`src/rtl/mem_arb_pkg.sv`:
```
// Shared types and constants for the BRAM port arbiter.
package mem_arb_pkg;

    typedef enum logic [0:0] {
        ST_IDLE    = 1'b0,
        ST_RD_WAIT = 1'b1
    } arb_state_t;

    typedef enum logic [1:0] {
        RQ_IF  = 2'd0,
        RQ_MEM = 2'd1,
        RQ_LD  = 2'd2
    } req_id_t;

    localparam int MAX_RD_LAT = 4;
    // Wide enough to hold MAX_RD_LAT-1.
    localparam int CNT_W      = 2;

endpackage

```
`src/rtl/mem_arb_rd_track.sv`:
```
// Read-latency tracker: counts down the BRAM read latency for the one
// outstanding read, remembers who owns it, and captures bram_dout into a
// one-cycle done pulse tagged with the owner.
module mem_arb_rd_track
    import mem_arb_pkg::*;
#(
    parameter int DATA_W = 32,
    parameter int RD_LAT = 2
) (
    input  logic              clk,
    input  logic              rst,
    input  logic              start,
    input  req_id_t           start_id,
    input  logic [DATA_W-1:0] bram_dout,
    output logic              last,
    output logic              done,
    output req_id_t           done_id,
    output logic [DATA_W-1:0] data
);

    logic              busy_p0;
    logic [CNT_W-1:0]  cnt_p0;
    req_id_t           owner_p0;
    logic              done_p1;
    req_id_t           done_id_p1;
    logic [DATA_W-1:0] data_p1;

    assign last    = busy_p0 && (cnt_p0 == '0);
    assign done    = done_p1;
    assign done_id = done_id_p1;
    assign data    = data_p1;

    // Latency down-counter and owner tag for the read in flight.
    always_ff @(posedge clk) begin
        if (rst) begin
            busy_p0  <= 1'b0;
            cnt_p0   <= '0;
            owner_p0 <= RQ_IF;
        end else if (start) begin
            busy_p0  <= 1'b1;
            cnt_p0   <= CNT_W'(RD_LAT - 1);
            owner_p0 <= start_id;
        end else if (busy_p0) begin
            if (cnt_p0 == '0) begin
                busy_p0 <= 1'b0;
            end else begin
                cnt_p0 <= cnt_p0 - CNT_W'(1);
            end
        end
    end

    // ---- stage p1: capture BRAM data and raise the done pulse ----
    always_ff @(posedge clk) begin
        if (rst) begin
            done_p1    <= 1'b0;
            done_id_p1 <= RQ_IF;
            data_p1    <= '0;
        end else begin
            done_p1 <= last;
            if (last) begin
                done_id_p1 <= owner_p0;
                data_p1    <= bram_dout;
            end
        end
    end

endmodule

```
`src/rtl/mem_port_arbiter.sv`:
```
// Single-port BRAM arbiter between instruction fetch (IF) and load/store
// (MEM). Fixed priority MEM > IF; one read in flight at a time; stores
// complete in their grant cycle.
// Optional build macro MEM_ARB_LOADER_EN adds a store-only program-loader
// port (ld_*) with the highest priority.
module mem_port_arbiter
    import mem_arb_pkg::*;
#(
    parameter int ADDR_W = 18,
    parameter int DATA_W = 32,
    parameter int RD_LAT = 2
) (
    input  logic              clk,
    input  logic              rst,
    input  logic              if_req,
    input  logic [31:0]       if_addr,
    output logic              if_gnt,
    output logic              if_rvalid,
    output logic [DATA_W-1:0] if_rdata,
    input  logic              mem_req,
    input  logic              mem_we,
    input  logic [31:0]       mem_addr,
    input  logic [DATA_W-1:0] mem_wdata,
    output logic              mem_gnt,
    output logic              mem_rvalid,
    output logic [DATA_W-1:0] mem_rdata,
`ifdef MEM_ARB_LOADER_EN
    input  logic              ld_req,
    input  logic [31:0]       ld_addr,
    input  logic [DATA_W-1:0] ld_wdata,
    output logic              ld_gnt,
`endif
    output logic [ADDR_W-1:0] bram_addr,
    output logic [DATA_W-1:0] bram_din,
    output logic              bram_we,
    input  logic [DATA_W-1:0] bram_dout,
    output logic              stall
);

    arb_state_t        state_p0;
    logic              idle;
    logic              ld_active;
    logic              ld_grant;
    logic [ADDR_W-1:0] ld_word;
    logic [DATA_W-1:0] ld_data;
    logic              rd_start;
    req_id_t           rd_id;
    logic [ADDR_W-1:0] addr_hold_p0;
    logic [DATA_W-1:0] din_hold_p0;
    logic [DATA_W-1:0] if_rdata_hold_p0;
    logic [DATA_W-1:0] mem_rdata_hold_p0;
    logic              trk_last;
    logic              trk_done;
    req_id_t           trk_done_id;
    logic [DATA_W-1:0] trk_data;
    logic              unused_addr_bits;

    // Grants are only handed out in IDLE and never while reset is asserted.
    assign idle = (state_p0 == ST_IDLE) && !rst;

`ifdef MEM_ARB_LOADER_EN
    assign ld_active = ld_req;
    assign ld_word   = ld_addr[ADDR_W+1:2];
    assign ld_data   = ld_wdata;
    assign ld_gnt    = ld_grant;
    assign unused_addr_bits = ^{if_addr, mem_addr, ld_addr};
`else
    assign ld_active = 1'b0;
    assign ld_word   = '0;
    assign ld_data   = '0;
    assign unused_addr_bits = ^{if_addr, mem_addr};
`endif

    assign ld_grant = idle && ld_active;
    assign mem_gnt  = idle && mem_req && !ld_active;
    assign if_gnt   = idle && if_req && !mem_req && !ld_active;
    assign bram_we  = ld_grant || (mem_gnt && mem_we);
    assign rd_start = if_gnt || (mem_gnt && !mem_we);
    assign rd_id    = if_gnt ? RQ_IF : RQ_MEM;

    // BRAM address/data mux: the granted requester, else the last granted value.
    always_comb begin
        bram_addr = addr_hold_p0;
        bram_din  = din_hold_p0;
        if (ld_grant) begin
            bram_addr = ld_word;
            bram_din  = ld_data;
        end else if (mem_gnt) begin
            bram_addr = mem_addr[ADDR_W+1:2];
            if (mem_we) begin
                bram_din = mem_wdata;
            end
        end else if (if_gnt) begin
            bram_addr = if_addr[ADDR_W+1:2];
        end
    end

    // Remember the last driven BRAM address/data so they hold between grants.
    always_ff @(posedge clk) begin
        if (rst) begin
            addr_hold_p0 <= '0;
            din_hold_p0  <= '0;
        end else begin
            addr_hold_p0 <= bram_addr;
            din_hold_p0  <= bram_din;
        end
    end

    // Two-state FSM: IDLE grants, RD_WAIT blocks until the read data is captured.
    always_ff @(posedge clk) begin
        if (rst) begin
            state_p0 <= ST_IDLE;
        end else begin
            case (state_p0)
                ST_IDLE:    if (rd_start) state_p0 <= ST_RD_WAIT;
                ST_RD_WAIT: if (trk_last) state_p0 <= ST_IDLE;
                default:    state_p0 <= ST_IDLE;
            endcase
        end
    end

    mem_arb_rd_track #(
        .DATA_W (DATA_W),
        .RD_LAT (RD_LAT)
    ) u_rd_track (
        .clk       (clk),
        .rst       (rst),
        .start     (rd_start),
        .start_id  (rd_id),
        .bram_dout (bram_dout),
        .last      (trk_last),
        .done      (trk_done),
        .done_id   (trk_done_id),
        .data      (trk_data)
    );

    assign if_rvalid  = trk_done && (trk_done_id == RQ_IF);
    assign mem_rvalid = trk_done && (trk_done_id == RQ_MEM);
    assign if_rdata   = if_rvalid  ? trk_data : if_rdata_hold_p0;
    assign mem_rdata  = mem_rvalid ? trk_data : mem_rdata_hold_p0;

    // Per-requester read data holds between rvalid pulses.
    always_ff @(posedge clk) begin
        if (rst) begin
            if_rdata_hold_p0  <= '0;
            mem_rdata_hold_p0 <= '0;
        end else begin
            if_rdata_hold_p0  <= if_rdata;
            mem_rdata_hold_p0 <= mem_rdata;
        end
    end

    assign stall = !rst && ((if_req && !if_gnt) || (mem_req && !mem_gnt) ||
                            (state_p0 == ST_RD_WAIT));

endmodule
```
`config.mk`:
```
export PLATFORM = sky130hd
export DESIGN_NAME = mem_port_arbiter
export DESIGN_NICKNAME = d
export VERILOG_FILES = /design/src/rtl/mem_arb_pkg.sv /design/src/rtl/mem_arb_rd_track.sv /design/src/rtl/mem_port_arbiter.sv
export SDC_FILE = /design/constraint.sdc
export NUM_CORES = 1
export LEC_CHECK = 0
export CAP_MARGIN = 20
export CORE_MARGIN = 1.5
export CORE_UTILIZATION = 39
export DETAILED_ROUTE_END_ITERATION = 7
export PLACE_DENSITY = 0.82
export SETUP_SLACK_MARGIN = 0.02
export SLEW_MARGIN = 20
export SYNTH_ARGS = -nofsm -noshare
export SYNTH_HDL_FRONTEND = slang
export SYNTH_SLANG_ARGS = --single-unit
```
`constraint.sdc`:
```
create_clock -name clk -period 1.4 [get_ports clk]
set_input_delay 0.21 -clock clk [delete_from_list [all_inputs] [get_ports clk]]
set_output_delay 0.21 -clock clk [all_outputs]
set_load 0.03 [all_outputs]
```
==> results.txt, run 1 <==
Ys Warns -> 0
post-DR wirelength/cell -> 18.4 um
CTS Buffer Depth -> 2
mean area per synthesized cell -> 8.97 um2
Initial Utilization -> 39.8%
largest net degree at the start of global routing -> 77
Synth top area share -> 48.6%
critical path, cell by cell -> or2_1 -> buf_12 -> o21ai_0 -> nand2_2 -> buf_6
Worst path max stage delay -> 0.36 ns
Yosys cell types -> 34
final WL -> 22400 um
area of the mapped netlist -> 6310 um2
Fill cells -> 972
diode count -> 0
Hold EP -> din_hold_p0[28]
sequential area share after synthesis -> 48.6%
# IOs -> 253
area grow syn2layout -> 84.7%
Fin. Hold Viols -> 0
Power Dens Cells -> 1020 nW/um2
clk sink count -> 153
Clock Latency Late Sink -> 0.42 ns
Reg2Reg Capture Point -> addr_hold_p0[10]
syn_nets -> 837
CTS tree -> done
commonest non-fill, non-tap cell in the layout -> dfxtp_1
layout net count -> 1124
Comb pwr share -> 19.1%
Detailed Route Iter0 Violations -> 396
Overflow after GRT -> 0
GRT Overall Usage -> 23.1%
Worst-Margin Slew -> 1.05 ns
final setup violation count -> 147
Tmin final -> 1.92 ns
FP Rows -> 46
via count -> 6262
Flop pwr share -> 38.8%
Die ar. -> 16900 um2
CTS buffer count -> 17
critical path fanouts, max -> 19
Setup Crit Path Kind -> reg2out
Slew HR -> 30.3%
post-DP HPWL -> 11900 um
hold buffers post-CTS -> 0
max cap viols -> 0
PortBufs -> 224
DRT Pass-1 Iters -> 4
Setup crit start kind -> flip-flop
CP startpoint -> state_p0
leading cell types in the layout, fill and taps excluded -> dfxtp_1 (150), buf_6 (148), clkdlybuf4s50_1 (102)
Syn Inst Count -> 703
Post-DRT Antenna Nets -> 0
#FFs+latches synth -> 153
Die Ht -> 130 um
fin crit share -> 137%
Core Area -> 15800 um2
skew final -> 0.0104 ns
Reg2Reg Setup Slack -> -0.24 ns
pre-CTS setup slack -> -0.738 ns
status -> finished with violations
CTS clk-pin slew, worst paths -> 0.06 ns
CP endpoint kind -> primary output
CP required -> 1.19 ns
layout cells sized above 1 -> 47.5%
Max Slew Vio Count -> 0
CTS root buf -> clkbuf_16
static leakage -> 5.10 nW
DRC errors left -> 0
Net Sw Frac -> 25.6%
vias in the first global route -> 6154
die width -> 130 um
leading post-synthesis cells by cell area -> dfxtp_1 (49%), nand2_1 (11%), mux2_4 (6.9%)
H-tree depth -> 4
R2R Path Start -> state_p0
maximum clock frequency -> 520 MHz
RD Place Congestion -> 0.803
first-pass GRT wire length -> 30400 um
P_sw -> 3.04 mW
internal power -> 8.83 mW
worst reg2reg path depth -> 9
area leader, netlist -> dfxtp_1
Worst Hold Class -> in2reg
Final WS setup -> -0.524 ns
Vias/cell -> 5.14
Worst Hold Depth -> 3
Setup TNS Final -> -55.95 ns
Worst path slowest cell -> dfxtp_4
RSZ-0062 raised after global routing -> true
hold path start -> rst
failing checks -> negative setup slack
clock power share -> 42.1%
antenna violations before repair -> 0
arrival time worst endpoint -> 1.71 ns
maximum VDD drop -> 0.834 mV
-- synthesized netlist by cell type --
cell type and count:
o22ai_1 18, nand2b_1 3, nor2_1 20, mux2_2 35, o21ai_0 12, buf_2 22, ha_1 1, dfxtp_1 153
nand4bb_1 1, nand2_1 184, inv_2 1, nor2b_1 64, a21oi_1 70, a211oi_1 18, o21ai_1 6, inv_1 5
and4b_1 1, nor4b_1 1, nor2_2 1, a22oi_1 18, buf_1 4, buf_4 4, or2_1 1, o21ba_1 1
nor3_1 1, and2_1 1, mux2_4 29, nand3b_1 1, nor3b_1 1, clkbuf_1 18, xnor2_1 1, clkinv_1 2
a211o_1 1, buf_6 4
-- power by group through the flow --
stage | clock network [mW] | logic, mW | registers [mW]
floorplan | 0 | 0.875 | 4.64
global placement | 0 | 1.62 | 4.66
detailed placement | 0 | 1.64 | 4.66
CTS | 5.02 | 1.91 | 4.57
global route | 5.25 | 2.38 | 4.61
finish | 5.00 | 2.27 | 4.60
-- state kept, by name, indices dropped and copies added, names as in the netlist --
name and flops:
addr_hold_p0 18, u_rd_track.cnt_p0 2, mem_rdata_hold_p0 32, u_rd_track.busy_p0 1
state_p0 1, u_rd_track.owner_p0 1, if_rdata_hold_p0 32, u_rd_track.done_id 1
u_rd_track.data 32, u_rd_track.done 1, din_hold_p0 32
-- worst max path at each step --
stage                          to  slack (ns)  depth (start not counted)
floorplan           bram_addr[13]       -0.03                          5
global placement     bram_addr[4]       -0.63                          6
detailed placement   bram_addr[3]       -0.74                          6
CTS                 mem_rdata[30]       -0.50                          5
global route         bram_addr[3]       -0.58                          7
finish               bram_addr[2]       -0.52                          5
-- stage by stage --
| stage | util [%] | hold slack (ns) | instances | cell area [um2] | total power, mW |
|---|---|---|---|---|---|
| 5_1_grt | 73.6 | 0.174 | 1218 | 11700 | 12.2 |
| 4_1_cts | 66.4 | 0.146 | 1200 | 10500 | 11.5 |
| 6_report | 73.6 | 0.182 | 1218 | 11700 | 11.9 |
| 3_5_place_dp | 57.5 | 0.458 | 1145 | 9100 | 6.30 |
| 3_3_place_gp | 57.5 | 0.453 | 1145 | 9100 | 6.28 |
| 2_1_floorplan | - | 0.346 | 703 | 6490 | 5.52 |
-- cell type report --
| cell class | count | area (um2) | area share, % |
|---|---|---|---|
| multi-input combinational | 490 | 3960 | 34.0 |
| timing repair buffer | 320 | 3660 | 31.4 |
| sequential | 153 | 3070 | 26.4 |
| clock buffer | 25 | 505 | 4.34 |
| tap | 216 | 270 | 2.32 |
| clock inverter | 6 | 134 | 1.15 |
| inverter | 8 | 43.8 | 0.376 |
-- metal layers --
metal / share of wire, % / vias to the layer above / GRT usage, %
met1: 38 / 2998 / 24.9
li1: - / 2938 / -
met4: 3.3 / 0 / 12.6
met2: 52 / 268 / 40.1
met5: 0 / - / 0
met3: 6.8 / 58 / 7.67
-- logic make-up after synthesis --
group                    synth area share, %
AO/OA/AOI/OAI                           13.4
XOR/XNOR                               0.139
adder cells (fa/ha/maj)                0.198
buffers and inverters                   4.72
flip-flops                              48.6
multiplexers                            13.2
AND/OR/NAND/NOR                         19.9
-- timing repair --
| action | 4_1_cts | 5_1_grt |
|---|---|---|
| gates cloned | 8 | 3 |
| gates resized for setup | 407 | 248 |
| endpoints found under the setup margin | 142 | 199 |
| pin swaps | 26 | 48 |
| hold endpoints to repair | 0 | 0 |
| setup buffers | 16 | 19 |
-- worst max-delay path: cells and delay by family, from the launching register on --
kind	cells	cell delay, ns
AO/OA/AOI/OAI	1	0.26
buffers and inverters	2	0.31
flip-flops	1	0.36
AND/OR/NAND/NOR	2	0.36
Power figures use the tool's default switching activity.
==> run 2, diff against run 1 <==
Settings changed: CORE_ASPECT_RATIO from default to 0.5, CORE_MARGIN 1.5 to 10.
==> run 2 against run 1 <==
Compared with the run above:
- the flow still finishes with violations (negative setup slack)
- combinational power is 4% lower
- utilization up 0.62 points
- register-to-register slack got worse by 0.04 ns
- setup slack got worse by 0.12 ns
- cell area down 0.52%
- highest routed layer unchanged
- clock power decreased by 1%
- non-clock buffer count up 5
- critical path depth grew 1
==> results.txt, run 2 (same netlist as run 1, synthesis figures left out) <==
status -> finished with violations
failing checks -> negative setup slack
layout cells sized above 1 -> 48.3% (+0.76 points)
Stages on worst setup path -> 6 (+1)
first-pass GRT wire length -> 34900 um (+15%)
final WL -> 29400 um (+31%)
Initial Utilization -> 40.4% (+0.54 points)
Slew HR -> 26.4% (-3.9 points)
FP Rows -> 32 (-30%)
CP endpoint kind -> primary output
Fin. Hold Viols -> 0 (unchanged)
Setup Crit Path Kind -> reg2out
leading cell types in the layout, fill and taps excluded -> dfxtp_1 (150), buf_6 (142), clkdlybuf4s50_1 (101)
CTS root buf -> clkbuf_16
vias in the first global route -> 6482 (+5.3%)
H-tree depth -> 4 (unchanged)
Final WS setup -> -0.640 ns (-0.116 ns)
post-DR wirelength/cell -> 24.2 um (+32%)
CTS Buffer Depth -> 2 (unchanged)
largest net degree at the start of global routing -> 76 (-1.3%)
Detailed Route Iter0 Violations -> 486 (+23%)
hold buffers post-CTS -> 0 (unchanged)
clk sink count -> 153 (unchanged)
via count -> 6842 (+9.3%)
skew final -> 0.0124 ns (+0.00200 ns)
final core utilization -> 74.2% (+0.62 points)
Inst Count DP -> 1149 (+0.35%)
Power Dens Cells -> 1010 nW/um2 (-0.81%)
Max Slew Vio Count -> 0 (unchanged)
maximum clock frequency -> 490 MHz (-5.7%)
Die ar. -> 22000 um2 (+30%)
static leakage -> 5.16 nW (+1.3%)
antenna violations before repair -> 0 (unchanged)
worst reg2reg path depth -> 7 (-2)
kind of cell adding the most delay to the critical path -> buffers and inverters
Finished Layout Cells -> 1211 (-0.57%)
final setup violation count -> 175 (+19%)
PortBufs -> 224 (unchanged)
max cap viols -> 0 (unchanged)
layout net count -> 1129 (+0.44%)
most used cell, CP -> buf_6
# IOs -> 253 (unchanged)
GRT Overall Usage -> 20.0% (-3.2 points)
Setup crit start kind -> flip-flop
commonest non-fill, non-tap cell in the layout -> dfxtp_1
RSZ-0062 raised after global routing -> true
pre-CTS setup slack -> -0.686 ns (+0.0518 ns)
critical path, cell by cell -> nor4b_4 -> buf_6 -> buf_8 -> a22oi_1 -> nand2_2 -> buf_6
Clock Latency Late Sink -> 0.43 ns (about the same)
arrival time worst endpoint -> 1.83 ns (+0.12 ns)
CP required -> 1.19 ns (about the same)
Worst Hold Class -> in2reg
Die Ht -> 110 um (-16%)
RD Place Congestion -> 0.766 (-4.6%)
Power, Total -> 11.7 mW (-1.3%)
DRT Pass-1 Iters -> 5 (+1)
Overflow after GRT -> 0 (unchanged)
Post-DRT Antenna Nets -> 0 (unchanged)
critical path fanouts, max -> 6 (-13)
Post-Place Cell Area -> 9170 um2 (+0.77%)
Crit path buffers/inverters -> 3 (+1)
Tmin final -> 2.04 ns (+0.116 ns)
Vias/cell -> 5.65 (+9.9%)
CTS buffer count -> 17 (unchanged)
die width -> 200 um (+54%)
post-route cell area -> 11600 um2 (-0.52%)
area grow syn2layout -> 83.8%
fin crit share -> 146% (+8.3 points)
maximum VDD drop -> 0.893 mV (+7.1%)
diode count -> 0 (unchanged)
post-DP HPWL -> 14300 um (+20%)
Worst path max stage delay -> 0.38 ns (+0.02 ns)
Worst-Margin Slew -> 1.10 ns (+0.0585 ns)
Worst Hold Depth -> 3 (unchanged)
WHS -> 0.337 ns (+0.155 ns)
Setup TNS Final -> -60.71 ns (-4.76 ns)
CTS tree -> done
Core Area -> 15600 um2 (-1.3%)
DRC errors left -> 0 (unchanged)
CTS clk-pin slew, worst paths -> 0.07 ns (about the same)
Worst path slowest cell -> dfxtp_4
run 2: cell type report:
| type | count | area (um2) |
|---|---|---|
| multi-input combinational | 490 | 3880 |
| sequential | 153 | 3070 |
| clock buffer | 19 | 443 |
| timing repair buffer | 325 | 3720 |
| clock inverter | 12 | 165 |
| fill | 893 | 4020 |
| inverter | 8 | 47.5 |
| tap | 204 | 255 |
run 2: worst reg2reg max path: stages (launching register included):
cell and delay, ns:
dfxtp_4 0.41, nand2b_4 0.23, buf_6 0.15, buf_12 0.11
mux2_4 0.31, buf_6 0.12, buf_6 0.11, nor2b_4 0.11
run 2: power breakdown:
group	switching, mW	total [mW]	internal, mW
clock network	2.07	4.94	2.88
registers	0.0998	4.59	4.49
logic	1.17	2.18	1.01
total	3.34	11.7	8.38
run 2: path summary, 6_finish.rpt:
| kind | startpoint | to | slack (ns) |
|---|---|---|---|
| worst min register to register | din_hold_p0[4] | din_hold_p0[4] | 0.46 |
| worst max-delay path | state_p0 | bram_addr[17] | -0.64 |
| worst min-delay path | bram_dout[18] | u_rd_track.data[18] | 0.34 |
| worst max register to register | u_rd_track.done_id[0] | if_rdata_hold_p0[28] | -0.28 |
run 2: timing repair:
action / CTS / global route
setup endpoints to repair: 154 / 177
pin swaps: 5 / 83
buffers inserted: 8 / 19
resized for setup: 329 / 249
cloned: 6 / 8
run 2: per-layer routing:
layer  part of all wire (%)  vias to the layer above  GRT usage [%]  routed length (um)
li1                       -                     2953              -                   -
met1                     37                     3341           22.0               10900
met2                     50                      395           36.7               14700
met3                    6.5                      153           4.15                1900
met4                    6.5                        0           9.45                1910
met5                      0                        -              0                   0
==> run 3, diff against run 2 <==
Settings changed: CORE_MARGIN 10 to 2, CTS_CLUSTER_DIAMETER from default to 30.
==> run 3 against run 2 <==
Compared with the run above:
- the run still ends with negative setup slack left
- via count fell by 8.7%
- flip-flop and latch count is the same
- clock power shrank 6.1%
- power decreased by 4.6%
- sequential power about the same
- utilization is 3.9 points lower
- wire length decreased by 25%
- global-route usage grew 3.2 points
- first-iteration DRC count decreased by 47%
- maximum frequency rose by 5.6%
- sequential share of layout area is 1.4 points higher
- count of clock-buffer cells in the layout unchanged
- critical endpoint is now bram_din[0]
- largest cell class unchanged
- highest routed layer unchanged
==> results.txt, run 3 (same netlist as run 1, synthesis figures left out) <==
Worst path slowest cell -> dfxtp_4
worst reg2reg path depth -> 6 (-1)
busiest layer in global routing -> met2
GRT Overall Usage -> 23.2% (+3.2 points)
maximum VDD drop -> 0.937 mV (+5.0%)
Die ar. -> 17300 um2 (-21%)
Post-DRT Antenna Nets -> 0 (unchanged)
diode count -> 0 (unchanged)
kind of cell adding the most delay to the critical path -> simple AND/OR/NAND/NOR gates
final core utilization -> 70.3% (-3.9 points)
R2R Path Start -> u_rd_track.done
CTS Buffer Depth -> 2 (unchanged)
CTS buffer count -> 17 (unchanged)
critical path fanouts, max -> 11 (+5)
commonest non-fill, non-tap cell in the layout -> dfxtp_1
maximum clock frequency -> 518 MHz (+5.6%)
Initial Utilization -> 40.4% (unchanged)
Setup crit start kind -> flip-flop
CTS clk-pin slew, worst paths -> 0.07 ns (about the same)
status -> finished with violations
Fin. Hold Viols -> 0 (unchanged)
Reg2Reg Capture Point -> mem_rdata_hold_p0[16]
Overflow after GRT -> 0 (unchanged)
leading cell types in the layout, fill and taps excluded -> dfxtp_1 (150), buf_6 (132), nand2_1 (121)
Slew HR -> 61.4% (+35 points)
CTS root buf -> clkbuf_16
H-tree depth -> 4 (unchanged)
DRC errors left -> 0 (unchanged)
largest net degree at the start of global routing -> 117 (+54%)
die width -> 184 um (-8.0%)
Worst Hold Depth -> 3 (unchanged)
Setup TNS Final -> -53.13 ns (+7.58 ns)
Power Dens Cells -> 1020 nW/um2 (+0.71%)
Final WS setup -> -0.532 ns (+0.108 ns)
skew final -> 0.00934 ns (-0.00305 ns)
DRT Pass-1 Iters -> 5 (unchanged)
antenna violations before repair -> 0 (unchanged)
CP startpoint -> state_p0
CTS tree -> done
RD Place Congestion -> 0.800 (+4.4%)
Crit path buffers/inverters -> 3 (unchanged)
Core Area -> 15600 um2 (unchanged)
Detailed Route Iter0 Violations -> 260 (-47%)
critical path, cell by cell -> nand4bb_4 -> clkinv_4 -> clkbuf_16 -> nand2_1 -> nand2_1 -> buf_6
PortBufs -> 224 (unchanged)
Setup Crit Path Kind -> reg2out
Vias/cell -> 5.19 (-8.2%)
RSZ-0062 raised after global routing -> true
vias in the first global route -> 6259 (-3.4%)
most used cell, CP -> nand2_1
Clock Latency Late Sink -> 0.41 ns (-0.02 ns)
arrival time worst endpoint -> 1.72 ns (-0.11 ns)
met2 track demand over resource -> 42.4% (+5.7 points)
post-DR wirelength/cell -> 18.2 um (-25%)
failing checks -> negative setup slack
Die Ht -> 93.9 um (-15%)
Post-Place Cell Area -> 9140 um2 (-0.25%)
final setup violation count -> 124 (-29%)
Worst-Margin Slew -> 0.580 ns (-0.525 ns)
FP Rows -> 32 (unchanged)
CP endpoint kind -> primary output
grt met1 use -> 26.9% (+5.0 points)
layout net count -> 1121 (-0.71%)
area grow syn2layout -> 74.1%
hold buffers post-CTS -> 0 (unchanged)
# IOs -> 253 (unchanged)
post-DP HPWL -> 12300 um (-14%)
first-pass GRT wire length -> 31700 um (-9.2%)
Max Slew Vio Count -> 0 (unchanged)
post-route cell area -> 11000 um2 (-5.2%)
Tmin final -> 1.93 ns (-0.108 ns)
via count -> 6247 (-8.7%)
layout cells sized above 1 -> 41.6% (-6.7 points)
clk sink count -> 153 (unchanged)
Worst path max stage delay -> 0.38 ns (about the same)
max cap viols -> 0 (unchanged)
CP required -> 1.19 ns (about the same)
pre-CTS setup slack -> -0.756 ns (-0.0702 ns)
grt met3 use -> 4.34% (+0.19 points)
static leakage -> 4.85 nW (-6.0%)
final WL -> 21900 um (-25%)
WHS -> 0.343 ns (+0.00564 ns)
fin crit share -> 138% (-7.7 points)
Worst Hold Class -> in2reg
Reg2Reg Setup Slack -> -0.06 ns (+0.22 ns)
Hold EP -> u_rd_track.data[2]
hold path start -> bram_dout[2]
run 3: cell count changes in the layout (fill, tap and decap cells not counted), sizes merged:
cell,before,now
bufinv,3,2
buf,214,209
clkinv,7,8
clkinvlp,2,3
clkbuf,27,24
run 3: worst max-delay path by stage:
stage | end | slack, ns | depth (start not counted)
CTS | bram_addr[16] | -0.52 | 6
global route | bram_din[0] | -0.59 | 6
global placement | bram_addr[7] | -0.66 | 6
detailed placement | bram_addr[3] | -0.76 | 6
finish | bram_din[0] | -0.53 | 6
floorplan | bram_addr[13] | -0.03 | 5
run 3: cell type report:
cell class	instances	area [um2]
fillers	1033	4630
flip-flops and latches	153	3070
well taps	204	255
multi-input cells	490	3520
inverters	8	35.0
clock inverters	13	141
clock buffers	19	453
repair buffers	317	3500
run 3: worst min-delay path, stage by stage:
cell	delay (ns)
clkdlybuf4s50_1	0.39
nand2_1	0.05
a21oi_1	0.05
run 3: what timing repair did:
action                     in CTS  in global routing
buffers inserted               18                  6
gates resized for setup       423                111
cloned                          6                  5
pin swaps                       7                 28
setup endpoints to repair     168                169
run 3: report_power, final:
part / switching (mW) / total, mW / internal (mW)
sequential: 0.0796 / 4.57 / 4.49
clock: 1.91 / 4.64 / 2.74
combinational: 1.02 / 1.97 / 0.949
run 3: stage by stage:
step / cells / total power, mW
2_1_floorplan: 703 / 5.52
3_3_place_gp: 1141 / 6.28
3_5_place_dp: 1141 / 6.31
4_1_cts: 1197 / 11.1
5_1_grt: 1204 / 11.5
6_report: 1204 / 11.2
run 3: layer usage:
metal  vias up  routed length [um]
met1      3037                8870
met4         0                 690
met2       224               11400
met5         -                   0
li1       2926                   -
met3        60                 968
